--- src/rtl/boot_sequencer.sv ---
// Boot sequencer: loads framed byte streams into the core's memories, then runs the core under reset/timeout control.
// Optional BOOT_CHECKSUM_EN adds an XOR trailer byte after each load frame's data.
module boot_sequencer #(
  parameter int XLEN       = 32,
  parameter int ADDR_W     = 10,
  parameter int NUM_MEM    = 3,
  parameter int RST_HOLD   = 2,
  parameter int RUN_CYCLES = 500
) (
  input  logic               clk,
  input  logic               rst,
  input  logic               in_valid,
  output logic               in_ready,
  input  logic [7:0]         in_data,
  input  logic               halt,
  output logic [NUM_MEM-1:0] mem_we,
  output logic [ADDR_W-1:0]  mem_addr,
  output logic [XLEN-1:0]    mem_wdata,
  output logic               core_rst,
  output logic               run_done,
  output logic               timeout,
  output logic [31:0]        cycle_cnt,
  output logic               err
);

  localparam int BYTES  = XLEN / 8;
  localparam int BI_W   = (BYTES > 1) ? $clog2(BYTES) : 1;
  localparam int HOLD_W = (RST_HOLD > 1) ? $clog2(RST_HOLD) : 1;

`ifdef BOOT_CHECKSUM_EN
  typedef enum logic [2:0] {
    S_HDR, S_CNT0, S_CNT1, S_DATA, S_CSUM, S_HOLD, S_RUN
  } state_t;
`else
  typedef enum logic [2:0] {
    S_HDR, S_CNT0, S_CNT1, S_DATA, S_HOLD, S_RUN
  } state_t;
`endif

  state_t              r_state;
  state_t              w_stateNext;
  logic [6:0]          r_target;
  logic [7:0]          r_cntLo;
  logic [15:0]         r_wordsLeft;
  logic [ADDR_W-1:0]   r_wordIdx;
  logic [BI_W-1:0]     r_byteIdx;
  logic [XLEN-1:0]     r_shift;
  logic [7:0]          r_csum;
  logic [HOLD_W-1:0]   r_holdCnt;
  logic [NUM_MEM-1:0]  r_memWe;
  logic [ADDR_W-1:0]   r_memAddr;
  logic [XLEN-1:0]     r_memWdata;
  logic                r_coreRst;
  logic                r_runDone;
  logic                r_timeout;
  logic [31:0]         r_cycleCnt;
  logic                r_err;

  logic                w_readyState;
  logic                w_accept;
  logic                w_lastByte;
  logic                w_lastWord;
  logic                w_tgtValid;
  logic                w_hdrTgtValid;
  logic                w_holdDone;
  logic                w_runExit;
  logic [15:0]         w_count;
  logic [31:0]         w_cntNext;
  logic [XLEN-1:0]     w_wordNext;
  logic [NUM_MEM-1:0]  w_weOneHot;

  always_comb begin
    w_readyState = 1'b0;
    case (r_state)
      S_HDR, S_CNT0, S_CNT1, S_DATA: w_readyState = 1'b1;
`ifdef BOOT_CHECKSUM_EN
      S_CSUM:                        w_readyState = 1'b1;
`endif
      default:                       w_readyState = 1'b0;
    endcase
  end

  // Gating with rst keeps the link stalled for the whole reset pulse, not just after it.
  assign in_ready      = w_readyState & rst;
  assign w_accept      = in_valid & in_ready;
  assign w_lastByte    = (r_byteIdx == BI_W'(BYTES - 1));
  assign w_lastWord    = (r_wordsLeft == 16'd1);
  assign w_tgtValid    = (int'(r_target) < NUM_MEM);
  assign w_hdrTgtValid = (int'(in_data[6:0]) < NUM_MEM);
  assign w_holdDone    = (r_holdCnt == HOLD_W'(RST_HOLD - 1));
  assign w_cntNext     = r_cycleCnt + 32'd1;
  assign w_runExit     = (r_state == S_RUN) && (halt || (w_cntNext == 32'(RUN_CYCLES)));
  assign w_count       = {in_data, r_cntLo};
  // Little-endian assembly: each new byte enters at the top and earlier bytes slide down.
  assign w_wordNext    = XLEN'({in_data, r_shift} >> 8);
  assign w_weOneHot    = NUM_MEM'(1) << r_target;

  always_ff @(posedge clk or negedge rst) begin
    if (!rst) r_state <= S_HDR;
    else      r_state <= w_stateNext;
  end

  always_comb begin
    w_stateNext = r_state;
    case (r_state)
      S_HDR: begin
        if (w_accept) w_stateNext = in_data[7] ? S_HOLD : S_CNT0;
      end
      S_CNT0: begin
        if (w_accept) w_stateNext = S_CNT1;
      end
      S_CNT1: begin
        if (w_accept) begin
          if (w_count != 16'd0) w_stateNext = S_DATA;
`ifdef BOOT_CHECKSUM_EN
          else                  w_stateNext = S_CSUM;
`else
          else                  w_stateNext = S_HDR;
`endif
        end
      end
      S_DATA: begin
        if (w_accept && w_lastByte && w_lastWord) begin
`ifdef BOOT_CHECKSUM_EN
          w_stateNext = S_CSUM;
`else
          w_stateNext = S_HDR;
`endif
        end
      end
`ifdef BOOT_CHECKSUM_EN
      S_CSUM: begin
        if (w_accept) w_stateNext = S_HDR;
      end
`endif
      S_HOLD: begin
        if (w_holdDone) w_stateNext = S_RUN;
      end
      S_RUN: begin
        if (w_runExit) w_stateNext = S_HDR;
      end
      default: w_stateNext = S_HDR;
    endcase
  end

  always_ff @(posedge clk or negedge rst) begin
    if (!rst) begin
      r_target    <= '0;
      r_cntLo     <= '0;
      r_wordsLeft <= '0;
      r_wordIdx   <= '0;
      r_byteIdx   <= '0;
      r_shift     <= '0;
      r_csum      <= '0;
      r_holdCnt   <= '0;
      r_memWe     <= '0;
      r_memAddr   <= '0;
      r_memWdata  <= '0;
      r_coreRst   <= 1'b1;
      r_runDone   <= 1'b0;
      r_timeout   <= 1'b0;
      r_cycleCnt  <= '0;
      r_err       <= 1'b0;
    end else begin
      r_memWe <= '0;
      case (r_state)
        S_HDR: begin
          if (w_accept) begin
            if (in_data[7]) begin
              r_runDone  <= 1'b0;
              r_timeout  <= 1'b0;
              r_cycleCnt <= '0;
              r_holdCnt  <= '0;
            end else begin
              r_target <= in_data[6:0];
              if (!w_hdrTgtValid) r_err <= 1'b1;
            end
          end
        end
        S_CNT0: begin
          if (w_accept) r_cntLo <= in_data;
        end
        S_CNT1: begin
          if (w_accept) begin
            r_wordsLeft <= w_count;
            r_wordIdx   <= '0;
            r_byteIdx   <= '0;
            r_csum      <= '0;
          end
        end
        S_DATA: begin
          if (w_accept) begin
            r_shift <= w_wordNext;
            r_csum  <= r_csum ^ in_data;
            if (w_lastByte) begin
              r_byteIdx   <= '0;
              r_wordsLeft <= r_wordsLeft - 16'd1;
              r_wordIdx   <= r_wordIdx + ADDR_W'(1);
              // Frames aimed at a missing target are still consumed, just never written.
              if (w_tgtValid) begin
                r_memWe    <= w_weOneHot;
                r_memAddr  <= r_wordIdx;
                r_memWdata <= w_wordNext;
              end
            end else begin
              r_byteIdx <= r_byteIdx + BI_W'(1);
            end
          end
        end
`ifdef BOOT_CHECKSUM_EN
        S_CSUM: begin
          if (w_accept && (in_data != r_csum)) r_err <= 1'b1;
        end
`endif
        S_HOLD: begin
          if (w_holdDone) r_coreRst <= 1'b0;
          else            r_holdCnt <= r_holdCnt + HOLD_W'(1);
        end
        S_RUN: begin
          r_cycleCnt <= w_cntNext;
          // A halt in the same cycle as the limit counts as a clean halt.
          if (w_runExit) begin
            r_coreRst <= 1'b1;
            r_runDone <= 1'b1;
            r_timeout <= ~halt;
          end
        end
        default: ;
      endcase
    end
  end

  assign mem_we    = r_memWe;
  assign mem_addr  = r_memAddr;
  assign mem_wdata = r_memWdata;
  assign core_rst  = r_coreRst;
  assign run_done  = r_runDone;
  assign timeout   = r_timeout;
  assign cycle_cnt = r_cycleCnt;
  assign err       = r_err;

endmodule

--- config.mk ---
export PLATFORM = sky130hd
export DESIGN_NAME = boot_sequencer
export DESIGN_NICKNAME = d
export VERILOG_FILES = /design/src/rtl/boot_sequencer.sv
export SDC_FILE = /design/constraint.sdc
export NUM_CORES = 1
export LEC_CHECK = 0
export CELL_PAD_IN_SITES_DETAIL_PLACEMENT = 1
export CELL_PAD_IN_SITES_GLOBAL_PLACEMENT = 2
export CORE_MARGIN = 2
export CORE_UTILIZATION = 39
export DETAILED_ROUTE_END_ITERATION = 7
export PLACE_DENSITY_LB_ADDON = 0.12
export REMOVE_ABC_BUFFERS = 1
export SLEW_MARGIN = 30
export SYNTH_ARGS = -nofsm -noshare
export SYNTH_HDL_FRONTEND = slang
export SYNTH_SLANG_ARGS = --single-unit
--- constraint.sdc ---
create_clock -name clk -period 8.95 [get_ports clk]
set_clock_uncertainty 0.2 [all_clocks]
set_input_delay 1.79 -clock clk [delete_from_list [all_inputs] [get_ports clk]]
set_output_delay 1.79 -clock clk [all_outputs]
set_load 0.1 [all_outputs]
# == After elaboration in Yosys (flattened, before gate mapping) ==
# Index checks and enable logic that the tools add are counted.
# word_totals
reg_bits,160
out_inout_bits,82
# op_classes
addsub,5
order_cmp,2
n_eq_ne,17
shift,1
mux,39
bitwise,5
reduce_logical,23
# ops
operator,count
$mux W32,2
$pmux W32 S2,1
$mux W16,3
$mux W3,11
$add A32 B1 Y32 const B,1
$eq A32 B9 Y1 const B,1
$pmux W16 S2,1
$mux W10,3
$pmux W10 S2,1
$ne A2 B2 Y1 const B,9
$pmux W3 S6,1
$eq A16 B1 Y1 const B,1
$reduce_and A4 Y1,4
$reduce_bool A16 Y1,1
$sub A16 B1 Y16 const B,1
$reduce_and A3 Y1,5
$lt A7 B2 Y1 const B,2
$add A10 B1 Y10 const B,1
$mux W2,4
$pmux W1 S2,4
$reduce_bool A2 Y1,4
$mux W1,7
$shl A1 B7 Y3 const A,1
$eq A3 B2 Y1 const B,2
other kinds (14),21

# == Longest topological paths before layout ==
# logic_depth
depth_word,9
depth_mapped,11
depth_no_buf,8

# == Worst setup path before layout ==
# No wires, ideal clock.
# synth_path
path_type,in2out
start,input rst
end,output in_ready
arrival_ns,3.124
slack_ns,3.836
stages,1
path_cell_list,nor2b_1
# synth_via
elab_chain_len,1
# synth_lines
item,line_no,text
start: declaration,11,"input logic rst,"
$and A1 B1 Y1,84,assign in_ready = w_readyState & rst;
end: declaration,13,"output logic in_ready,"
# No other way between the ends.

# == Final worst setup path ==
# Ends and elaborated chain as after synthesis.

==> metrics <==
register area share after synthesis a little over half; Row Count 50; PortBufs slightly above 90; layout cells sized above 1 ~16%; Worst setup SP type input port; Place WS between 3 and 4 ns; RSZ-0062 raised after global routing false; gr usage total 21.3%; Synth warnings 0; 1st-iter DRT viols just over 300; worst slew pin tran about 0.99 ns; peak supply drop 0.319 mV; Hold Slack about 0.29 ns; CTS clk-pin slew, worst paths 0.07 ns; flops & latches, synth ~150; worst path cell trace buf_6 > nor2b_1 > clkdlybuf4s50_1; met1 WL 8990 um; vias in the first global route 6234; H-tree level count 4; Fin Setup TNS 0 ns; uppermost layer routed met4; Vias 5897; max_cap viols 0; Initial Utilization between 30% and 40%; clk sinks 152; largest net degree at the start of global routing 86; length of the first detailed-routing pass in iterations 4; Avg Vias per Cell around 5.7; CTS Buf Count 17; post-detail-place hpwl approximately 14000 um; Resize count post-CTS 0; Critical R2R Capture r_state[0]; Critical Path AT between 3 and 4 ns; IO Pins 94; post-route setup slack around 3.2 ns; Fin. Hold Viols 0; Ant. Diodes 0; Worst EP required around 7.0 ns; largest buffer count on any clock path 2; status finished clean; Cells after Synth 703; area grow syn2layout 23.4%; routed len/inst about 20 um; Synth Cell Area between 7000 and 8000 sq um; global placer's final weighted congestion just under 0.9; crit path capture type output port; DR WL met3 about 750 um; Placed Instances 998; final setup fails 0; CP peak stage delay about 1.1 ns; ys flop type dfrtp_1; leakage roughly 3.9 nW; DR WL met2 10500 um; setup bufs post-CTS 0; Die W roughly 140 um; number of enable flip-flop cells after synthesis 0; Critical Path Fanout Max 85; Hold Path Depth 2; hold buffers post-CTS 0; Final Critical Period between 5 and 6 ns; WL final about 20000 um; path type of the worst min-delay path register to register; Overflow after GRT 0; first-pass GRT wire length about 33000 um; Final period util 64.1%; worst skew pair latency about 0.43 ns; post-synthesis async set-or-reset flop share 100%; # nets final ~800; worst flop-to-flop path startpoint cycle_cnt[0]; Die Height around 140 um; number of distinct library cells after synthesis between 60 and 70; antenna-violating nets left 0; fin. max-slew vios 0; flop-to-flop setup slack between 4 and 5 ns; Root Buffer clkbuf_16; fmax between 0.15 and 0.2 GHz; crit path to in_ready; critical path class input port to output port; crit path max-delay cell type clkdlybuf4s50_1; CTS tree yes; Max-slew headroom ~34%; CORE AREA 18600 sq um; worst reg-to-reg path cell count 8; initial antenna violation count 0; Worst Setup SP rst; PwrDens about 360 nW/um^2; Avg Inst Size Synth 10.4 sq um; DIE AREA roughly 20000 sq um; non-filler cells in the finished layout roughly 1000; Design Power ~3.2 mW; drc violations 0
==> state kept, by name, summed over array words and instances (netlist names) <==
signal and count:
err 1, mem_addr 10, cycle_cnt 32, r_byteIdx 2
r_shift 24, timeout 1, r_holdCnt 1, r_wordsLeft 16
r_state 3, core_rst 1, mem_wdata 32, run_done 1
r_cntLo 8, r_target 7, mem_we 3, r_wordIdx 10
==> Yosys cell counts, types with 4 or more instances <==
library cell / number / area, sq um
inv_1: 9 / 33.8
o41ai_1: 4 / 35.0
mux2_2: 76 / 856
dfrtp_1: 151 / 3780
a21oi_1: 31 / 155
a22oi_1: 4 / 30.0
clkbuf_1: 27 / 101
xnor2_1: 4 / 35.0
buf_2: 10 / 50.1
nand2_1: 59 / 221
o21ai_0: 86 / 430
nand3b_1: 4 / 30.0
and2_1: 4 / 25.0
or3_1: 8 / 50.1
nand3_1: 18 / 90.1
nor4_1: 12 / 75.1
ha_1: 6 / 75.1
xor2_1: 7 / 61.3
o31ai_1: 6 / 45.0
nor3_1: 19 / 95.1
nand4_1: 16 / 100
nor2_1: 48 / 180
and3_1: 12 / 75.1
mux2_1: 5 / 56.3
a31oi_1: 11 / 68.8
nor3b_1: 5 / 37.5
==> cell type report <==
cell class                 count  area, sq um
inverter                      10         37.5
tap                          234          293
fill                        2014         9550
clock inverter                14          159
timing repair buffer         100          983
clock buffer                  18          429
multi-input combinational    502         3320
sequential                   152         3800
==> worst max-delay path, delay by kind of cell <==
kind,cells,cell delay [ns]
simple gates,1,0.22
buf+inv,2,1.71
==> per-layer routing <==
layer / vias up / global-route usage [%]
met3: 25 / 3.91
met1: 3007 / 27.7
met2: 131 / 36.9
met5: - / 0
met4: 0 / 5.53
li1: 2734 / -
==> cell usage in the layout, fill, tap and decap left out, types with 3 or more instances in the layout <==
master / count
nand3_1: 18
nand3b_1: 4
a22o_1: 3
buf_4: 6
xor2_1: 7
or4_1: 3
inv_1: 9
o31ai_1: 6
o21ai_0: 86
mux2_2: 76
ha_1: 6
mux2_1: 5
a31oi_1: 11
and4_1: 3
inv_6: 3
nor2b_1: 3
o22ai_1: 3
inv_8: 4
dfrtp_1: 151
or2_2: 3
nand2_1: 58
a22oi_1: 4
xnor2_1: 4
nand4_1: 16
and2_1: 4
and3_1: 12
o41ai_1: 4
clkdlybuf4s50_1: 91
nor2_1: 48
nor3_1: 19
nor3b_1: 5
clkbuf_16: 17
nor4_1: 12
or3_1: 8
a21oi_1: 31
clkinv_4: 3
==> through the flow <==
stage	util (%)	area (sq um)
floorplan	-	7160
global placement	45.4	8440
detailed placement	45.4	8430
CTS	48.6	9020
global route	48.6	9030
finish	48.6	9030
==> worst min path at each step <==
| stage | startpoint | endpoint | slack, ns |
|---|---|---|---|
| after floorplan | r_wordsLeft[12] | r_wordsLeft[12] | 0.24 |
| after global placement | r_wordsLeft[12] | r_wordsLeft[12] | 0.26 |
| after detailed placement | r_wordsLeft[15] | r_wordsLeft[15] | 0.28 |
| after CTS | r_wordsLeft[15] | r_wordsLeft[15] | 0.29 |
| after global routing | r_target[4] | r_target[4] | 0.31 |
| final | r_wordsLeft[15] | r_wordsLeft[15] | 0.29 |
==> power by group <==
group	total [mW]	switching (mW)	internal (mW)	leakage, nW
combinational	1.32	0.939	0.384	1.58
sequential	1.18	0.287	0.897	2.00
clock	0.724	0.328	0.397	0.282
total	3.23	1.55	1.68	3.86
==> kinds of logic after synthesis <==
group                    synth area share (%)
flip-flops                               52.0
XOR/XNOR                                 1.32
buffers and inverters                    2.69
AO/OA/AOI/OAI                            14.1
multiplexers                             12.6
AND/OR/NAND/NOR                          16.3
adder cells (fa/ha/maj)                  1.03
(Power assumes the default switching activity.)
